`src/rtl/gearbox_pkg.sv`:
```
// Shared constants and state encoding for the 67b->20b transmit gearbox controller.
package gearbox_pkg;

    localparam int IN_W      = 67;
    localparam int OUT_W     = 20;
    localparam int FILL_W    = 7;
    localparam int FRAME_LEN = 67;

    typedef enum logic [1:0] {
        ST_IDLE  = 2'd0,
        ST_PRIME = 2'd1,
        ST_RUN   = 2'd2
    } gb_state_e;

endpackage

```
`src/rtl/gearbox_tx_ctrl_if.sv`:
```
// Handshake and status bundle between the gearbox controller and its framer/datapath.
interface gearbox_tx_ctrl_if #(
    parameter int FILL_W = gearbox_pkg::FILL_W
);

    logic              ENABLE;
    logic              DATA_VALID;
    logic              CLR_ERR;
    logic              DATA_REQ;
    logic              LOAD_EN;
    logic [FILL_W-1:0] LOAD_OFFSET;
    logic              OUT_VALID;
    logic              FLUSH;
    logic [FILL_W-1:0] FILL_LEVEL;
    logic              FRAME_START;
    logic              UNDERFLOW;
    logic              ERR_STICKY;

    modport master (
        input  ENABLE,
        input  DATA_VALID,
        input  CLR_ERR,
        output DATA_REQ,
        output LOAD_EN,
        output LOAD_OFFSET,
        output OUT_VALID,
        output FLUSH,
        output FILL_LEVEL,
        output FRAME_START,
        output UNDERFLOW,
        output ERR_STICKY
    );

    modport slave (
        output ENABLE,
        output DATA_VALID,
        output CLR_ERR,
        input  DATA_REQ,
        input  LOAD_EN,
        input  LOAD_OFFSET,
        input  OUT_VALID,
        input  FLUSH,
        input  FILL_LEVEL,
        input  FRAME_START,
        input  UNDERFLOW,
        input  ERR_STICKY
    );

endinterface

```
`src/rtl/gearbox_tx_frame_cnt.sv`:
```
// Counts output words modulo the frame length and marks the first word of each frame.
module gearbox_tx_frame_cnt
    import gearbox_pkg::*;
#(
    parameter int LEN   = FRAME_LEN,
    parameter int CNT_W = $clog2(LEN)
) (
    input  logic USER_CLK,
    input  logic RESET,
    input  logic flush,
    input  logic out_valid,
    output logic frame_start
);

    logic [CNT_W-1:0] cnt_q;

    always_ff @(posedge USER_CLK or posedge RESET) begin
        if (RESET) begin
            cnt_q <= '0;
        end else if (flush) begin
            cnt_q <= '0;
        end else if (out_valid) begin
            cnt_q <= (cnt_q == CNT_W'(LEN - 1)) ? '0 : cnt_q + CNT_W'(1);
        end
    end

    assign frame_start = out_valid && (cnt_q == '0);

endmodule

```
`src/rtl/gearbox_tx_ctrl.sv`:
```
// Fill-level controller for a 67b->20b shift-buffer gearbox: decides per cycle
// whether the datapath drains a 20-bit word and/or loads a new 67-bit word.
//
//   state    | meaning
//   ---------+--------------------------------------------------------------
//   ST_IDLE  | disabled, buffer empty, no requests
//   ST_PRIME | enabled, waiting for the first word before draining
//   ST_RUN   | draining OUT_W bits per cycle, reloading whenever fill runs low
module gearbox_tx_ctrl
    import gearbox_pkg::*;
#(
    parameter int IN_W   = gearbox_pkg::IN_W,
    parameter int OUT_W  = gearbox_pkg::OUT_W,
    parameter int FILL_W = gearbox_pkg::FILL_W
) (
    input  logic                  USER_CLK,
    input  logic                  RESET,
    gearbox_tx_ctrl_if.master     bus
);

    gb_state_e         state_q, state_d;
    logic [FILL_W-1:0] fill_q, fill_d;
    logic              underflow_q, err_q;

    logic              drain;
    logic [FILL_W-1:0] fill_after_drain;
    logic              data_req;
    logic              load;
    logic              flush;
    logic              underflow_set;
    logic              frame_start;

    always_ff @(posedge USER_CLK or posedge RESET) begin
        if (RESET) begin
            state_q     <= ST_IDLE;
            fill_q      <= '0;
            underflow_q <= 1'b0;
            err_q       <= 1'b0;
        end else begin
            state_q     <= state_d;
            fill_q      <= fill_d;
            underflow_q <= underflow_set;
            // A starvation event keeps the flag set even against a same-cycle clear.
            err_q       <= underflow_set | underflow_q | (err_q & ~bus.CLR_ERR);
        end
    end

    always_comb begin
        state_d          = state_q;
        drain            = 1'b0;
        fill_after_drain = fill_q;
        data_req         = 1'b0;
        load             = 1'b0;
        flush            = 1'b0;
        underflow_set    = 1'b0;
        fill_d           = fill_q;

        if (state_q == ST_RUN && bus.ENABLE && fill_q >= FILL_W'(OUT_W)) begin
            drain            = 1'b1;
            fill_after_drain = fill_q - FILL_W'(OUT_W);
        end

        flush         = !bus.ENABLE && (state_q != ST_IDLE);
        data_req      = bus.ENABLE && (state_q != ST_IDLE) &&
                        (fill_after_drain < FILL_W'(OUT_W));
        load          = data_req && bus.DATA_VALID;
        underflow_set = (state_q == ST_RUN) && data_req && !bus.DATA_VALID;

        if (flush) begin
            fill_d = '0;
        end else if (load) begin
            fill_d = fill_after_drain + FILL_W'(IN_W);
        end else begin
            fill_d = fill_after_drain;
        end

        case (state_q)
            ST_IDLE: begin
                if (bus.ENABLE) state_d = ST_PRIME;
            end
            ST_PRIME: begin
                if (!bus.ENABLE)  state_d = ST_IDLE;
                else if (load)    state_d = ST_RUN;
            end
            ST_RUN: begin
                if (!bus.ENABLE) state_d = ST_IDLE;
            end
            default: state_d = ST_IDLE;
        endcase
    end

    gearbox_tx_frame_cnt #(
        .LEN   (FRAME_LEN)
    ) u_frame_cnt (
        .USER_CLK    (USER_CLK),
        .RESET       (RESET),
        .flush       (flush),
        .out_valid   (drain),
        .frame_start (frame_start)
    );

    assign bus.DATA_REQ    = data_req;
    assign bus.LOAD_EN     = load;
    assign bus.LOAD_OFFSET = fill_after_drain;
    assign bus.OUT_VALID   = drain;
    assign bus.FLUSH       = flush;
    assign bus.FILL_LEVEL  = fill_q;
    assign bus.FRAME_START = frame_start;
    assign bus.UNDERFLOW   = underflow_q;
    assign bus.ERR_STICKY  = err_q;

endmodule

```
`src/flat_wrapper.sv`:
```
// flat-port wrapper written by rule: the top's interface ports become plain ports
module gearbox_tx_ctrl_flat import gearbox_pkg::*;
#(
    parameter int IN_W   = gearbox_pkg::IN_W,
    parameter int OUT_W  = gearbox_pkg::OUT_W,
    parameter int FILL_W = gearbox_pkg::FILL_W
)
  (USER_CLK, RESET, bus_ENABLE, bus_DATA_VALID, bus_CLR_ERR, bus_DATA_REQ, bus_LOAD_EN, bus_LOAD_OFFSET, bus_OUT_VALID, bus_FLUSH, bus_FILL_LEVEL, bus_FRAME_START, bus_UNDERFLOW, bus_ERR_STICKY);
  gearbox_tx_ctrl_if #(.FILL_W(FILL_W)) bus_i ();
  input  logic USER_CLK;
  input  logic RESET;
  input wire logic [$bits(bus_i.ENABLE)-1:0] bus_ENABLE;
  input wire logic [$bits(bus_i.DATA_VALID)-1:0] bus_DATA_VALID;
  input wire logic [$bits(bus_i.CLR_ERR)-1:0] bus_CLR_ERR;
  output wire logic [$bits(bus_i.DATA_REQ)-1:0] bus_DATA_REQ;
  output wire logic [$bits(bus_i.LOAD_EN)-1:0] bus_LOAD_EN;
  output wire logic [$bits(bus_i.LOAD_OFFSET)-1:0] bus_LOAD_OFFSET;
  output wire logic [$bits(bus_i.OUT_VALID)-1:0] bus_OUT_VALID;
  output wire logic [$bits(bus_i.FLUSH)-1:0] bus_FLUSH;
  output wire logic [$bits(bus_i.FILL_LEVEL)-1:0] bus_FILL_LEVEL;
  output wire logic [$bits(bus_i.FRAME_START)-1:0] bus_FRAME_START;
  output wire logic [$bits(bus_i.UNDERFLOW)-1:0] bus_UNDERFLOW;
  output wire logic [$bits(bus_i.ERR_STICKY)-1:0] bus_ERR_STICKY;
  assign bus_i.ENABLE = bus_ENABLE;
  assign bus_i.DATA_VALID = bus_DATA_VALID;
  assign bus_i.CLR_ERR = bus_CLR_ERR;
  assign bus_DATA_REQ = bus_i.DATA_REQ;
  assign bus_LOAD_EN = bus_i.LOAD_EN;
  assign bus_LOAD_OFFSET = bus_i.LOAD_OFFSET;
  assign bus_OUT_VALID = bus_i.OUT_VALID;
  assign bus_FLUSH = bus_i.FLUSH;
  assign bus_FILL_LEVEL = bus_i.FILL_LEVEL;
  assign bus_FRAME_START = bus_i.FRAME_START;
  assign bus_UNDERFLOW = bus_i.UNDERFLOW;
  assign bus_ERR_STICKY = bus_i.ERR_STICKY;
  gearbox_tx_ctrl #(.IN_W(IN_W), .OUT_W(OUT_W), .FILL_W(FILL_W)) u_core (.USER_CLK(USER_CLK), .RESET(RESET), .bus(bus_i));
endmodule
```
`config.mk`:
```
export PLATFORM = sky130hd
export DESIGN_NAME = gearbox_tx_ctrl_flat
export DESIGN_NICKNAME = d
export VERILOG_FILES = /design/src/rtl/gearbox_pkg.sv /design/src/rtl/gearbox_tx_ctrl_if.sv /design/src/rtl/gearbox_tx_frame_cnt.sv /design/src/rtl/gearbox_tx_ctrl.sv /design/src/flat_wrapper.sv
export SDC_FILE = /design/constraint.sdc
export NUM_CORES = 1
export LEC_CHECK = 0
export CAP_MARGIN = 40
export CORE_MARGIN = 5
export CORE_UTILIZATION = 45
export CTS_BUF_LIST = sky130_fd_sc_hd__clkbuf_4 sky130_fd_sc_hd__clkbuf_8
export DETAILED_ROUTE_END_ITERATION = 12
export PLACE_DENSITY = 0.72
export SYNTH_ARGS = -nofsm -noshare
export SYNTH_HDL_FRONTEND = slang
export SYNTH_SLANG_ARGS = --single-unit
```
`constraint.sdc`:
```
create_clock -name USER_CLK -period 3.1 [get_ports USER_CLK]
set_input_delay 0.62 -clock USER_CLK [delete_from_list [all_inputs] [get_ports USER_CLK]]
set_output_delay 0.62 -clock USER_CLK [all_outputs]
set_load 0.02 [all_outputs]
```
==> flow_summary.toml <==
[synthesis]
ys_ff_latch = 18
synth-simple-area-share_pct = 26.3
ys_types = 43
ys_seq_area_share_pct = 36.8
synth_top_family_by_area = "simple AND/OR/NAND/NOR gates"
synth_cells = 134
synthArstFlopShare_pct = 100
synth.top_cell.area_share_pct = 36.8
ys_warn_count = 0
ys_top_cells_by_count = "dfrtp_1 (18), o21ai_0 (14), inv_1 (13)"
yosys.area_share.xor_xnor_pct = 0
muxShareOfSynthArea_pct = 0.819
synth_area_um2 = 1220
yosys.area_share.adder_pct = 7.16
avgSynthCellArea_um2 = 9.12
synth_area_leaders = "dfrtp_1 (37%), ha_1 (7.2%), o21ai_0 (5.7%)"
yosysTopAreaCell = "dfrtp_1"
synth_flop_cell = "dfrtp_1"
synth_compound_area_share_pct = 21.4
synth_edf_count = 0
synth.most_common_cell = "dfrtp_1"
syn_nets = 146

[pwr]
peakVddDrop_uv = 658
p_leak_nw = 0.749
power_density_nw_per_um2 = 791
power_mw = 1.27

[routing]
vias = 1122
wl_um = 2990
drc = 0
viasPerCell = 5.53
dr.pass1.iters = 4
wl_per_cell_um = 14.7
ant_nets = 0
drtIter0Drc = 39

[sta]
fin_crit_sh_pct = 97.4
relSlewSlack_pct = 52.0
skew_ns = 0.00652
holdWs_ns = 0.501
post-route-min-period_ns = 3.02
slew_viol_final = 0
rsz0062_at_grt = "no"
max_freq_mhz = 331
worst_slack_ns = 0.0797
worstMarginPinSlew_ns = 0.720
setup_tns_ns = 0
finalSetupViolations = 0
hold_violations = 0

[cells_and_area]
stdcell_count = 203
multi_input_area_um2 = 683
antenna_cells = 0
post-route-cell-area_um2 = 1610
seq_area_um2 = 450
num-fill-cells = 247
drive_above_1_share_pct = 19.8
area_growth_pct = 31.3
postLayoutCoreUtil_pct = 59.8
fin_nets = 186

[floorplan]
ios = 26
die-area_um2 = 3860
core-area_um2 = 2690
rows = 19
start_util_pct = 45.5
die_y_um = 62.1
die_w_um = 62.1

[place]
portBuffers = 25
placed_area_um2 = 1600
dp_cells = 200
dp_slack_ns = -0.251
gp_congestion = 0.956
dpl.hpwl_um = 2300

[worst_setup_path]
critical-path-max-stage-delay_ns = 0.52
cp_num_buf_inv = 4
cp_slowest_cell = "or4_1"
arrival_ns = 2.40
path_cells = "clkdlybuf4s50_1, nand3b_1, buf_4, or4_1, nand2_2, buf_4, dlygate4sd2_1"
critPathMaxFanout = 11
crit_family = "buffers and inverters"
critPathKind = "in2out"
endpoint_kind = "output port"
startpoint_type = "input port"
crit_path_frequent_cell = "buf_4"
cp.required_ns = 2.48

[worst_hold_path]
hp-class = "reg2reg"

[clocking]
cts-hold-fix-buffers = 0
root_buffer = "clkbuf_4"
insertion_delay_ns = 0.30
clock-sinks = 18
cts_buffers = 3
h-tree-depth = 1
cts_tree = "yes"
cts.path.max_buffers = 2
clk_pin_slew_ns = 0.10

[global_routing]
grt_util_all_layers_pct = 16.9
antenna_found_initial = 0
grt_pass1_wl_um = 5440
grt_max_degree = 19
grt_pass1_vias = 1160
grt.overflow.total = 0

[outcome]
status = "completed"

[flow_run]
cap_violations = 0
==> final cells by class <==
| class | instances | share of cell area (%) |
|---|---|---|
| multi-input cells | 96 | 42.6 |
| flip-flops and latches | 18 | 28.1 |
| repair buffers | 41 | 22.1 |
| inverters | 14 | 3.43 |
| well taps | 31 | 2.42 |
| clock buffers | 3 | 1.40 |
==> power by group <==
part	internal (mW)	switching, mW	total [mW]
logic	0.346	0.405	0.751
clock network	0.0452	0.0751	0.120
registers	0.296	0.103	0.399
total	0.687	0.583	1.27
==> sequential cells by signal (all words and copies together), names as in the netlist <==
register and count:
u_core.state_q 2, u_core.bus.FILL_LEVEL 7, u_core.bus.ERR_STICKY 1, u_core.u_frame_cnt.cnt_q 7
u_core.bus.UNDERFLOW 1
==> cells in the final DEF (no fill, tap or decap), drive strengths merged, types with 2 or more instances in the layout <==
cell	n
or2	2
clkbuf	5
a211o	2
inv	14
nand2b	3
o21a	3
or4	2
ha	7
nand3b	3
nand2	11
a21oi	2
a211oi	4
nor2	9
buf	16
dlygate4sd2	6
nand3	9
nor3	3
o31ai	3
o21ai	16
clkdlybuf4s50	16
nor4	3
dfrtp	18
==> kinds of logic after synthesis <==
| kind of cell | count (synthesis) |
|---|---|
| AO/OA/AOI/OAI | 36 |
| adder cells (fa/ha/maj) | 7 |
| buffers and inverters | 20 |
| flip-flops | 18 |
| AND/OR/NAND/NOR | 52 |
| multiplexers | 1 |
==> worst reg2reg max path: cells and delay by family, from the launching register on <==
family,cells,cell delay (ns)
buffers and inverters,2,0.28
AO/OA/AOI/OAI,3,0.60
flip-flops,1,0.54
adder cells (fa/ha/maj),1,0.31
AND/OR/NAND/NOR,3,0.53
==> worst paths after layout <==
check / from / endpoint / slack, ns / cells past startpoint
setup / recovery: bus_ENABLE / bus_LOAD_OFFSET[5] / 0.08 / 7
hold / removal: u_core.bus.UNDERFLOW / u_core.bus.ERR_STICKY / 0.50 / 1
setup reg to reg: u_core.bus.FILL_LEVEL[2] / u_core.bus.FILL_LEVEL[4] / 0.79 / 9
hold reg to reg: u_core.bus.UNDERFLOW / u_core.bus.ERR_STICKY / 0.50 / 1
max in group asynchronous: RESET / u_core.u_frame_cnt.cnt_q[0] / 1.91 / 2
min in group asynchronous: RESET / u_core.bus.FILL_LEVEL[4] / 0.73 / 2
==> timing repair <==
action,in CTS,in global routing
hold endpoints to repair,0,0
setup buffers,0,0
endpoints found under the setup margin,8,3
gates resized for setup,9,6
==> per-layer routing <==
metal | up-vias | global-route usage (%) | share of wire (%)
li1 | 555 | - | -
met1 | 530 | 20.6 | 42
met2 | 29 | 28.5 | 51
met3 | 8 | 3.06 | 4.7
met4 | 0 | 8.13 | 2.0
met5 | - | 0 | 0
Power figures use the tool's default switching activity.
